### src/rtl/display_word_formatter.sv
// Latches a 16-bit word for the six-digit board display, either as hex (one cycle)
// or as unsigned decimal via a sequential double-dabble conversion.
//
// state  | meaning
// IDLE   | committed digits stable, no conversion running
// SHIFT  | double-dabble: add-3 correction then one left shift per cycle, 16 cycles
// COMMIT | conversion done; BCD result is copied to the outputs on this edge
module display_word_formatter #(
  parameter int WIDTH = 16,
  parameter int NDIG  = 6
) (
  input  logic                clk,
  input  logic                reset,
  input  logic                wr_en,
  input  logic [WIDTH-1:0]    wr_data,
  input  logic                dec_mode,
  input  logic                lzb_en,
  input  logic                disp_en,
  output logic [4*NDIG-1:0]   digits,
  output logic [NDIG-1:0]     blank,
  output logic                busy,
  output logic                upd
);

  typedef enum logic [1:0] {IDLE, SHIFT, COMMIT} state_t;

  state_t       state;
  logic [15:0]  shreg;
  logic [19:0]  bcd;
  logic [19:0]  bcd_adj;
  logic [3:0]   cnt;
  logic         mode_dec;
  logic         seen_nz;
  int           n_active;

  always_comb begin
    bcd_adj = bcd;
    for (int i = 0; i < 5; i++) begin
      if (bcd[4*i +: 4] >= 4'd5) bcd_adj[4*i +: 4] = bcd[4*i +: 4] + 4'd3;
    end
  end

  // cnt is a down-counter: loaded with 15, the shift taken at zero is the 16th.
  always_ff @(posedge clk) begin
    if (reset) begin
      state    <= IDLE;
      digits   <= '0;
      mode_dec <= 1'b0;
      busy     <= 1'b0;
      upd      <= 1'b0;
      shreg    <= '0;
      bcd      <= '0;
      cnt      <= '0;
    end else begin
      upd <= 1'b0;
      if (wr_en && !dec_mode) begin
        digits   <= {8'h00, wr_data};
        mode_dec <= 1'b0;
        upd      <= 1'b1;
        busy     <= 1'b0;
        state    <= IDLE;
      end else if (wr_en) begin
        shreg <= wr_data;
        bcd   <= '0;
        cnt   <= 4'd15;
        busy  <= 1'b1;
        state <= SHIFT;
      end else begin
        case (state)
          SHIFT: begin
            {bcd, shreg} <= {bcd_adj[18:0], shreg, 1'b0};
            if (cnt == 4'd0) state <= COMMIT;
            else             cnt   <= cnt - 4'd1;
          end
          COMMIT: begin
            digits   <= {4'h0, bcd};
            mode_dec <= 1'b1;
            upd      <= 1'b1;
            busy     <= 1'b0;
            state    <= IDLE;
          end
          default: state <= IDLE;
        endcase
      end
    end
  end

  // Scan from the top digit down; a digit is lz-blanked until the first non-zero one.
  always_comb begin
    blank    = '1;
    seen_nz  = 1'b0;
    n_active = mode_dec ? 5 : 4;
    if (disp_en) begin
      for (int k = NDIG - 1; k >= 0; k--) begin
        if (k < n_active) begin
          if (digits[4*k +: 4] != 4'h0) seen_nz = 1'b1;
          blank[k] = lzb_en && !seen_nz && (k != 0);
        end
      end
    end
  end

endmodule
### config.mk
export PLATFORM = sky130hd
export DESIGN_NAME = display_word_formatter
export DESIGN_NICKNAME = d
export VERILOG_FILES = /design/src/rtl/display_word_formatter.sv
export SDC_FILE = /design/constraint.sdc
export NUM_CORES = 1
export LEC_CHECK = 0
export ABC_AREA = 1
export CAP_MARGIN = 0
export CORE_MARGIN = 5
export CORE_UTILIZATION = 45
export CTS_CLUSTER_SIZE = 10
export DETAILED_ROUTE_END_ITERATION = 6
export PLACE_DENSITY = 0.74
export SLEW_MARGIN = 25
export SYNTH_ARGS = -nofsm -noshare
export SYNTH_HDL_FRONTEND = slang
export SYNTH_SLANG_ARGS = --single-unit
### constraint.sdc
create_clock -name clk -period 1.32 [get_ports clk]
set_input_delay 0.264 -clock clk [delete_from_list [all_inputs] [get_ports clk]]
set_output_delay 0.264 -clock clk [all_outputs]
set_load 0.02 [all_outputs]
==> Flow_metrics.wiki, run 1 <==
{| class="wikitable"
! Metric !! Value
|-
| Count of max-cap constraint violations || 0
|-
| Antenna violations before repair || 0
|-
| Wire length per cell after detailed routing || 13.0 um
|-
| Min Hold Slack || 0.459 ns
|-
| Pin count of the biggest net entering global routing || 31
|-
| Avg Vias per Cell || 5.14
|-
| Net switching component of the power || 1.38 mW
|-
| Number of cell rows || 31
|-
| Count of mapped cells out of synthesis || 504
|-
| Fin Clk Skew || 0.0112 ns
|-
| Post-synthesis to final-layout area growth || 37.4%
|-
| DRT Pass-1 Iters || 4
|-
| Fraction of layout instances using a drive strength above 1 || 0.209
|-
| Total design power || 5.13 mW
|-
| Setup repair after global routing missed its margin || yes
|-
| Core area || 7210 um^2
|-
| Launch point of the worst reg-to-reg path || bcd[12]
|-
| Antenna cells || 0
|-
| Proportion of synthesized chip area in sequential cells || 0.394
|-
| Violated checks || setup timing
|-
| Sort of element at the end of the critical path || primary output
|-
| Die footprint || 9150 um^2
|-
| Die width || 95.7 um
|-
| Area of placed instances || 4280 um^2
|-
| Post-Place Worst Slack || -0.841 ns
|-
| Total via count after detailed routing || 3606
|-
| Clock network power share || 0.414
|-
| Vias in the first global route || 3215
|-
| Hold path startpoint || shreg[14]
|-
| Sum of net half-perimeters after detailed placement || 6.56 mm
|-
| Post-synth design cell area || 3300 um^2
|-
| Fraction of power consumed by combinational cells || 0.170
|-
| Critical Path Most Common Cell || sky130_fd_sc_hd__nand2_1
|-
| Residual antenna-violating net count after detailed routing || 0
|-
| CP Cell Sequence || nor2_2, nand2_1, nor3_2, nand4_1, nand2_1, buf_6
|-
| Number of input and output port buffers inserted || 48
|-
| Highest-delay cell along the critical path || sky130_fd_sc_hd__dfxtp_2
|-
| Start-to-end type of the worst setup path || register to primary output
|-
| Number of warnings printed during yosys synthesis || 0
|-
| Minimum setup slack in the final design || -0.280 ns
|-
| TritonCTS clock tree || done
|-
| H-tree depth reported by CTS || 3
|-
| Register-to-register setup slack || 0.09 ns
|-
| Leftover overflow at the end of global routing || 0
|-
| HP Class || register to register
|-
| CP Data Required Time || 1.06 ns
|-
| Post-CTS clock slew at the launch and capture registers of the worst setup and hold paths || 0.08 ns
|-
| Placed insts || 685
|-
| Power Internal || 3.75 mW
|-
| Maximum number of buffers from clock root to sink || 2
|-
| Post-CTS repair timing setup buffer count || 0
|-
| Total global routing track utilization || 0.204
|-
| GPL Wtd Cong || 0.865
|-
| Inserted Clock Buffers || 9
|-
| Proportion of total power due to net switching || 0.268
|-
| Endpoint of the worst register-to-register path || bcd[16]
|-
| Post-synthesis register bit count || 65
|-
| Clock root buffer || sky130_fd_sc_hd__clkbuf_8
|-
| Max Clock Freq || 625 MHz
|-
| Most common library cell in the layout ignoring fill and taps || sky130_fd_sc_hd__nand2_1
|-
| Global-route wire length before repair || 14.6 mm
|-
| Ports || 54
|-
| Setup-violating endpoint count in the final report || 5
|-
| Fin. Hold Viols || 0
|-
| Proportion of power drawn by flip-flops and latches || 0.415
|-
| Number of remaining DRC errors || 0
|-
| Post-route standard cell area excluding fillers || 4540 um^2
|-
| Critical-path maximum fanout || 3
|-
| Per-instance average area after synthesis || 6.55 um^2
|-
| Number of cells on the worst hold path || 2
|-
| Skew-Pair Late Insertion Delay || 0.35 ns
|-
| Max IR drop VDD || 656 uV
|-
| Depth of the worst register-to-register path || 9
|-
| Cell Pwr Density || 1130 nW/um^2
|-
| Leading cell types in the layout, fill and taps excluded || sky130_fd_sc_hd__nand2_1, sky130_fd_sc_hd__o21ai_0, sky130_fd_sc_hd__dfxtp_1
|-
| Height of the chip || 95.7 um
|-
| Result of the run || finished with violations
|-
| CP max stage delay || 0.33 ns
|-
| Initial Util || 0.458
|-
| Clock Sinks || 65
|-
| Cell leakage power || 2.17 nW
|-
| Max Slew Vio Count || 0
|-
| Number of different library cells in the post-synthesis netlist || 23
|-
| Total Nets Final || 630
|-
| Final Non-Filler Cells || 701
|-
| Filler cell count || 661
|-
| Post-detailed-routing wire length || 9.11 mm
|-
| Final clock period utilization by the worst path || 1.21
|-
| Time the final worst path needs with I/O delays and setup || 1.60 ns
|-
| Violation count after the first detailed-route iteration || 244
|-
| Arr. time, crit path || 1.34 ns
|-
| Worst hold path endpoint || shreg[14]
|-
| CP Launch Type || register
|}
-- synthesized netlist by cell type --
| library cell | n | share of area |
|---|---|---|
| sky130_fd_sc_hd__nand2_1 | 139 | 0.16 |
| sky130_fd_sc_hd__dfxtp_1 | 65 | 0.39 |
| sky130_fd_sc_hd__o21ai_0 | 60 | 0.091 |
| sky130_fd_sc_hd__nor2_1 | 53 | 0.060 |
| sky130_fd_sc_hd__inv_1 | 46 | 0.052 |
| sky130_fd_sc_hd__a21oi_1 | 44 | 0.067 |
| sky130_fd_sc_hd__nand3_1 | 33 | 0.050 |
| sky130_fd_sc_hd__clkbuf_1 | 15 | 0.017 |
| sky130_fd_sc_hd__nand4_1 | 12 | 0.023 |
| sky130_fd_sc_hd__ha_1 | 11 | 0.042 |
| sky130_fd_sc_hd__buf_2 | 7 | 0.011 |
| sky130_fd_sc_hd__buf_4 | 5 | 0.011 |
| sky130_fd_sc_hd__conb_1 | 2 | 0.0023 |
| sky130_fd_sc_hd__o211ai_1 | 2 | 0.0045 |
| sky130_fd_sc_hd__o21ai_1 | 2 | 0.0030 |
| sky130_fd_sc_hd__and2_0 | 1 | 0.0019 |
| sky130_fd_sc_hd__and2_1 | 1 | 0.0019 |
| sky130_fd_sc_hd__buf_1 | 1 | 0.0011 |
| sky130_fd_sc_hd__inv_2 | 1 | 0.0011 |
| sky130_fd_sc_hd__nand2_2 | 1 | 0.0019 |
| sky130_fd_sc_hd__nand3_2 | 1 | 0.0030 |
| sky130_fd_sc_hd__nor3_1 | 1 | 0.0015 |
| sky130_fd_sc_hd__nor4_1 | 1 | 0.0019 |
-- per-layer routing --
metal  wire [um]  global-route usage  part of all wire
met4         172              0.0699             0.019
met5           0                   0                 0
met2        4330               0.338              0.48
met1        4020               0.263              0.44
met3         585              0.0426             0.064
-- logic make-up after synthesis --
group           after synthesis  synth area share
other cells                   2           0.00227
flops                        65             0.394
simple gates                243             0.303
fa+ha+maj                    11            0.0417
buf+inv                      75            0.0936
compound gates              108             0.165
-- layout make-up --
cell class	count	area, um^2	area share
inverter	47	176	0.0389
clock inverter	6	115	0.0254
sequential	65	1310	0.289
timing repair buffer	107	915	0.202
multi-input combinational	367	1760	0.387
tap	99	124	0.0273
clock buffer	10	138	0.0303
-- sequential cells by signal (all words and copies together), names as in the netlist --
name and flops:
digits 20, cnt 4, shreg 16, upd 1, mode_dec 1, state 2
busy 1, bcd 20
-- worst max path at each step --
stage | from | slack [ns] | cells past startpoint | end
floorplan | digits[13] | 0.04 | 5 | blank[1]
global placement | lzb_en | -0.75 | 6 | blank[1]
CTS | digits[13] | -0.33 | 6 | blank[1]
detailed placement | lzb_en | -0.84 | 6 | blank[1]
global route | digits[9] | -0.38 | 6 | blank[1]
finish | digits[14] | -0.28 | 6 | blank[1]
-- power by group through the flow --
stage               clock [mW]  sequential [mW]  combinational [mW]
finish                    2.12             2.13               0.874
global route              2.28             2.14               0.966
global placement             0             2.17               0.854
CTS                       2.16             2.13               0.868
floorplan                    0             2.21               0.438
detailed placement           0             2.17               0.874
-- metrics by stage --
stage	utilization	TNS, ns
final	0.629	-0.952
after detailed placement	0.593	-25.78
after CTS	0.628	-1.14
after global routing	0.629	-1.41
after global placement	0.593	-25.27
after floorplan	-	0
-- critical path: cells and delay by family, from the launching register on --
family	cells	cell delay (ns)
buf+inv	1	0.12
flops	1	0.33
simple gates	5	0.54
-- repair_timing --
item | in CTS | in global routing
setup endpoints to repair | 57 | 36
hold buffers | 0 | 0
pin swaps | 1 | 7
gates resized for setup | 84 | 42
(Power assumes the default switching activity.)
==> run 2: changes to the inputs <==
CORE_UTILIZATION = 53   (was 45)
PLACE_DENSITY = 0.84   (was 0.74)
==> Flow_metrics.wiki, run 2 (synthesis gave the netlist of run 1 again) <==
{| class="wikitable"
! Metric !! Value
|-
| Number of cells on the worst hold path || 2 (unchanged)
|-
| GPL Wtd Cong || 0.868 (was 0.865)
|-
| Residual antenna-violating net count after detailed routing || 0 (unchanged)
|-
| Leading registers by flop count || bcd: 20 flops, digits: 20 flops, shreg: 16 flops (unchanged)
|-
| Maximum number of buffers from clock root to sink || 2 (unchanged)
|-
| Ports || 54 (unchanged)
|-
| Antenna cells || 0 (unchanged)
|-
| Sort of element at the end of the critical path || primary output (unchanged)
|-
| Violated checks || setup timing (unchanged)
|-
| Inserted Clock Buffers || 9 (unchanged)
|-
| Minimum setup slack in the final design || -0.258 ns (was -0.280 ns)
|-
| Count of max-cap constraint violations || 0 (unchanged)
|-
| Die width || 88.9 um (was 95.7 um)
|-
| Post-CTS clock slew at the launch and capture registers of the worst setup and hold paths || 0.07 ns (was 0.08 ns)
|-
| H-tree depth reported by CTS || 3 (unchanged)
|-
| CTS Hold Bufs || 0 (unchanged)
|-
| Fin. Hold Viols || 0 (unchanged)
|-
| Register-to-register setup slack || 0.05 ns (was 0.09 ns)
|-
| Post-synthesis to final-layout area growth || 36.4% (was 37.4%)
|-
| Area of the multi-input gates || 1800 um^2 (was 1760 um^2)
|-
| Endpoint of the worst register-to-register path || digits[13] (was bcd[16])
|-
| Wire length per cell after detailed routing || 14.2 um (was 13.0 um)
|-
| Max IR drop VDD || 824 uV (was 656 uV)
|-
| Skew-Pair Late Insertion Delay || 0.34 ns (was 0.35 ns)
|-
| Setup-violating endpoint count in the final report || 6 (was 5)
|-
| Register cell area after layout || 1310 um^2 (about the same)
|-
| Total global routing track utilization || 0.243 (was 0.204)
|-
| Total via count after detailed routing || 3688 (was 3606)
|-
| Initial Util || 0.551 (was 0.458)
|-
| Number of remaining DRC errors || 0 (unchanged)
|-
| Core area || 5990 um^2 (was 7210 um^2)
|-
| Total Nets Final || 631 (was 630)
|-
| Violation count after the first detailed-route iteration || 330 (was 244)
|-
| Number of cell rows || 28 (was 31)
|-
| Depth of the worst register-to-register path || 7 (was 9)
|-
| CP Data Required Time || 1.06 ns (about the same)
|-
| Pin count of the biggest net entering global routing || 34 (was 31)
|-
| CP Launch Type || register (unchanged)
|-
| Time the final worst path needs with I/O delays and setup || 1.58 ns (was 1.60 ns)
|-
| Fraction of layout instances using a drive strength above 1 || 0.235 (was 0.209)
|-
| Setup repair after global routing missed its margin || yes (unchanged)
|-
| Clock Sinks || 65 (unchanged)
|-
| Antenna violations before repair || 0 (unchanged)
|-
| Max Slew Vio Count || 0 (unchanged)
|-
| Total design power || 4.79 mW (was 5.13 mW)
|-
| Post-detailed-routing wire length || 9.64 mm (was 9.11 mm)
|-
| Critical-path maximum fanout || 3 (unchanged)
|-
| Number of input and output port buffers inserted || 48 (unchanged)
|-
| Height of the chip || 88.9 um (was 95.7 um)
|-
| Worst hold path endpoint || shreg[9] (was shreg[14])
|-
| Sum of net half-perimeters after detailed placement || 6.34 mm (was 6.56 mm)
|-
| Vias in the first global route || 3322 (was 3215)
|-
| Result of the run || finished with violations (unchanged)
|-
| Clock root buffer || sky130_fd_sc_hd__clkbuf_8 (unchanged)
|-
| Global-route wire length before repair || 15.3 mm (was 14.6 mm)
|-
| Avg Vias per Cell || 5.44 (was 5.14)
|-
| Hold path startpoint || shreg[9] (was shreg[14])
|-
| Leftover overflow at the end of global routing || 0 (unchanged)
|-
| Most common library cell in the layout ignoring fill and taps || sky130_fd_sc_hd__nand2_1 (unchanged)
|-
| Final clock period utilization by the worst path || 1.20 (was 1.21)
|-
| Launch point of the worst reg-to-reg path || state[1] (was bcd[12])
|-
| DRT Pass-1 Iters || 5 (was 4)
|-
| Setup tns final || -0.888 ns (was -0.952 ns)
|-
| Cell leakage power || 2.16 nW (was 2.17 nW)
|-
| Filler cell count || 441 (was 661)
|-
| Cell Pwr Density || 1060 nW/um^2 (was 1130 nW/um^2)
|-
| Max Clock Freq || 634 MHz (was 625 MHz)
|-
| Fin Clk Skew || 0.0131 ns (was 0.0112 ns)
|-
| Arr. time, crit path || 1.31 ns (was 1.34 ns)
|-
| Start-to-end type of the worst setup path || register to primary output (unchanged)
|-
| TritonCTS clock tree || done (unchanged)
|-
| Leading cell types in the layout, fill and taps excluded || sky130_fd_sc_hd__nand2_1, sky130_fd_sc_hd__o21ai_0, sky130_fd_sc_hd__dfxtp_1 (unchanged)
|-
| Final Non-Filler Cells || 678 (was 701)
|-
| Area of placed instances || 4180 um^2 (was 4280 um^2)
|-
| Placed insts || 655 (was 685)
|-
| HP Class || register to register (unchanged)
|-
| Die footprint || 7910 um^2 (was 9150 um^2)
|-
| Post-route standard cell area excluding fillers || 4500 um^2 (was 4540 um^2)
|}
[run 2: cell types whose count changed in the layout (fill, tap and decap cells not counted), moves of 3 or more]
| cell | change |
|---|---|
| sky130_fd_sc_hd__inv_2 | +3 |
| sky130_fd_sc_hd__clkdlybuf4s15_1 | -4 |
| sky130_fd_sc_hd__dlygate4sd2_1 | +4 |
| sky130_fd_sc_hd__a21oi_1 | -3 |
| sky130_fd_sc_hd__inv_1 | -3 |
| sky130_fd_sc_hd__a21oi_2 | +3 |
| sky130_fd_sc_hd__nand2_2 | +9 |
| sky130_fd_sc_hd__nand2_1 | -9 |
[run 2: repair_timing]
item                                    in CTS  in global routing
buffers inserted                             1                  4
cloned                                       0                  2
resized for setup                           87                 54
pin swaps                                    7                  8
endpoints found under the setup margin      39                 43
[run 2: worst max path at each step]
stage               slack (ns)  startpoint        to
floorplan                 0.04  digits[13]  blank[1]
global placement         -0.75      lzb_en  blank[1]
detailed placement       -0.80      lzb_en  blank[1]
CTS                      -0.35  digits[14]  blank[1]
global route             -0.39  digits[14]  blank[1]
finish                   -0.26  digits[14]  blank[1]
[run 2: final cells by class]
| class | count | area share |
|---|---|---|
| clock inverter | 6 | 0.0150 |
| clock buffer | 10 | 0.0306 |
| tap | 75 | 0.0208 |
| timing repair buffer | 108 | 0.203 |
| inverter | 47 | 0.0392 |
| sequential | 65 | 0.292 |
| multi-input combinational | 367 | 0.400 |
[run 2: power by group]
part | total [mW] | switching [mW] | internal [mW]
sequential | 2.13 | 0.0676 | 2.07
clock | 1.74 | 0.816 | 0.927
combinational | 0.915 | 0.531 | 0.384
total | 4.79 | 1.41 | 3.38
[run 2: critical path, stage by stage, from the launching register on]
cell                      delay, ns
sky130_fd_sc_hd__dfxtp_2       0.34
sky130_fd_sc_hd__nor2_4        0.11
sky130_fd_sc_hd__nand2_2       0.07
sky130_fd_sc_hd__nor3_4        0.14
sky130_fd_sc_hd__nand4_1       0.11
sky130_fd_sc_hd__nand2_1       0.09
sky130_fd_sc_hd__buf_6         0.12
[run 2: per-layer routing]
metal | wire [um] | global-route usage | share of wire
met1 | 3930 | 0.316 | 0.41
met2 | 4730 | 0.401 | 0.49
met3 | 831 | 0.0415 | 0.086
met4 | 144 | 0.0988 | 0.015
met5 | 0 | 0 | 0
[run 2: stage by stage]
| stage | util | setup WS [ns] | hold WS (ns) |
|---|---|---|---|
| 2_1_floorplan | - | 0.0363 | 0.333 |
| 3_3_place_gp | 0.697 | -0.754 | 0.433 |
| 3_5_place_dp | 0.697 | -0.796 | 0.451 |
| 4_1_cts | 0.732 | -0.349 | 0.461 |
| 5_1_grt | 0.752 | -0.388 | 0.495 |
| 6_report | 0.752 | -0.258 | 0.461 |
==> run 3: changes to the inputs <==
CORE_MARGIN = not set   (was 5)
==> Flow_metrics.wiki, run 3 (synthesis gave the netlist of run 1 again) <==
{| class="wikitable"
! Metric !! Value
|-
| Result of the run || finished with violations (unchanged)
|-
| Violated checks || setup timing (unchanged)
|-
| Minimum setup slack in the final design || -0.294 ns (was -0.258 ns)
|-
| Total design power || 4.82 mW (was 4.79 mW)
|-
| Total global routing track utilization || 0.296 (was 0.243)
|-
| Sort of element at the end of the critical path || primary output (unchanged)
|-
| Number of remaining DRC errors || 0 (unchanged)
|-
| Leftover overflow at the end of global routing || 0 (unchanged)
|-
| DRT Pass-1 Iters || 5 (unchanged)
|-
| Max Clock Freq || 620 MHz (was 634 MHz)
|-
| Final clock period utilization by the worst path || 1.22 (was 1.20)
|-
| Post-synthesis to final-layout area growth || 34.9% (was 36.4%)
|-
| Violation count after the first detailed-route iteration || 390 (was 330)
|-
| Post-route standard cell area excluding fillers || 4450 um^2 (was 4500 um^2)
|-
| Fin. Hold Viols || 0 (unchanged)
|-
| TritonCTS clock tree || done (unchanged)
|-
| Area of the multi-input gates || 1770 um^2 (was 1800 um^2)
|-
| Pin count of the biggest net entering global routing || 31 (was 34)
|-
| Final Non-Filler Cells || 677 (was 678)
|-
| Maximum number of buffers from clock root to sink || 2 (unchanged)
|-
| Antenna cells || 0 (unchanged)
|-
| Height of the chip || 80.9 um (was 88.9 um)
|-
| Core area || 5960 um^2 (was 5990 um^2)
|-
| CTS Hold Bufs || 0 (unchanged)
|-
| Launch point of the worst reg-to-reg path || bcd[16] (was state[1])
|-
| Die width || 80.9 um (was 88.9 um)
|-
| Start-to-end type of the worst setup path || input port to primary output (was register to primary output)
|-
| Residual antenna-violating net count after detailed routing || 0 (unchanged)
|-
| H-tree depth reported by CTS || 3 (unchanged)
|-
| Worst hold path endpoint || shreg[14] (was shreg[9])
|-
| Placed insts || 657 (was 655)
|-
| Total via count after detailed routing || 3708 (was 3688)
|-
| Number of cells on the worst hold path || 2 (unchanged)
|-
| Number of input and output port buffers inserted || 48 (unchanged)
|-
| Most common library cell in the layout ignoring fill and taps || sky130_fd_sc_hd__nand2_1 (unchanged)
|-
| Clock Sinks || 65 (unchanged)
|-
| Setup repair after global routing missed its margin || yes (unchanged)
|-
| Register cell area after layout || 1320 um^2 (was 1310 um^2)
|-
| Antenna violations before repair || 0 (unchanged)
|-
| Post-detailed-routing wire length || 9.49 mm (was 9.64 mm)
|-
| Hold path startpoint || shreg[14] (was shreg[9])
|-
| Depth of the worst register-to-register path || 8 (was 7)
|-
| HP Class || register to register (unchanged)
|-
| Fin Clk Skew || 0.0117 ns (was 0.0131 ns)
|-
| Initial Util || 0.554 (was 0.551)
|-
| Max Slew Vio Count || 0 (unchanged)
|-
| Max IR drop VDD || 909 uV (was 824 uV)
|-
| Post-CTS clock slew at the launch and capture registers of the worst setup and hold paths || 0.07 ns (about the same)
|-
| Vias in the first global route || 3246 (was 3322)
|-
| Die footprint || 6550 um^2 (was 7910 um^2)
|-
| Endpoint of the worst register-to-register path || bcd[18] (was digits[13])
|-
| Cell Pwr Density || 1080 nW/um^2 (was 1060 nW/um^2)
|-
| Skew-Pair Late Insertion Delay || 0.36 ns (was 0.34 ns)
|-
| Critical-path maximum fanout || 3 (unchanged)
|-
| Time the final worst path needs with I/O delays and setup || 1.61 ns (was 1.58 ns)
|-
| Global-route wire length before repair || 14.8 mm (was 15.3 mm)
|-
| Min Hold Slack || 0.457 ns (was 0.461 ns)
|-
| Count of max-cap constraint violations || 0 (unchanged)
|-
| Fraction of layout instances using a drive strength above 1 || 0.236 (was 0.235)
|-
| Inserted Clock Buffers || 9 (unchanged)
|-
| Area of placed instances || 4210 um^2 (was 4180 um^2)
|-
| Total Nets Final || 630 (was 631)
|-
| Clock root buffer || sky130_fd_sc_hd__clkbuf_8 (unchanged)
|-
| Avg Vias per Cell || 5.48 (was 5.44)
|-
| CP Data Required Time || 1.06 ns (about the same)
|-
| GPL Wtd Cong || 0.828 (was 0.868)
|-
| Register-to-register setup slack || 0.08 ns (was 0.05 ns)
|-
| CP Launch Type || input port (was register)
|-
| Wire length per cell after detailed routing || 14.0 um (was 14.2 um)
|-
| Arr. time, crit path || 1.35 ns (was 1.31 ns)
|-
| Filler cell count || 424 (was 441)
|-
| Leading cell types in the layout, fill and taps excluded || sky130_fd_sc_hd__nand2_1, sky130_fd_sc_hd__o21ai_0, sky130_fd_sc_hd__buf_4 (was sky130_fd_sc_hd__nand2_1, sky130_fd_sc_hd__o21ai_0, sky130_fd_sc_hd__dfxtp_1)
|-
| Number of cell rows || 28 (unchanged)
|-
| Cell leakage power || 2.15 nW (was 2.16 nW)
|-
| Sum of net half-perimeters after detailed placement || 6.19 mm (was 6.34 mm)
|-
| Ports || 54 (unchanged)
|-
| Final design utilization || 0.748 (was 0.752)
|-
| Leading registers by flop count || bcd: 20 flops, digits: 20 flops, shreg: 16 flops (unchanged)
|-
| Setup-violating endpoint count in the final report || 5 (was 6)
|}
==> run 3: cell type report <==
| type | count | area share |
|---|---|---|
| timing repair buffer | 107 | 0.197 |
| sequential | 65 | 0.296 |
| clock inverter | 5 | 0.0138 |
| inverter | 47 | 0.0402 |
| multi-input combinational | 367 | 0.398 |
| tap | 75 | 0.0211 |
| clock buffer | 11 | 0.0340 |
==> run 3: metrics by stage <==
step | TNS [ns] | worst slack [ns]
2_1_floorplan | 0 | 0.0363
3_3_place_gp | -22.17 | -0.747
3_5_place_dp | -23.30 | -0.802
4_1_cts | -1.11 | -0.324
5_1_grt | -1.47 | -0.381
6_report | -1.06 | -0.294
==> run 3: how the worst max path moves through the flow <==
| stage | from | endpoint | cells after the start |
|---|---|---|---|
| after detailed placement | lzb_en | blank[1] | 6 |
| final | lzb_en | blank[1] | 6 |
| after CTS | digits[14] | blank[1] | 6 |
| after global placement | lzb_en | blank[1] | 6 |
| after global routing | digits[14] | blank[1] | 6 |
| after floorplan | digits[13] | blank[1] | 5 |
==> run 3: critical path: stages <==
cell and delay [ns]:
sky130_fd_sc_hd__clkdlybuf4s50_1 0.49, sky130_fd_sc_hd__nand2_1 0.07, sky130_fd_sc_hd__nor3_2 0.22, sky130_fd_sc_hd__nand4_1 0.11, sky130_fd_sc_hd__nand2_1 0.09, sky130_fd_sc_hd__buf_6 0.11
==> run 3: power breakdown <==
part           switching [mW]  internal [mW]
combinational           0.515          0.373
sequential             0.0654           2.06
clock                   0.810          0.988
==> run 3: timing repair <==
item,CTS,global route
setup endpoints to repair,40,48
setup buffers,0,4
gates resized for setup,93,57
pin swaps,3,8
==> run 3: metal layers <==
| layer | global-route usage | vias to the layer above | share of wire |
|---|---|---|---|
| met5 | 0 | - | 0 |
| met4 | 0.120 | 0 | 0.032 |
| met3 | 0.0753 | 37 | 0.081 |
| met2 | 0.491 | 170 | 0.47 |
| met1 | 0.364 | 1674 | 0.41 |
| li1 | - | 1827 | - |
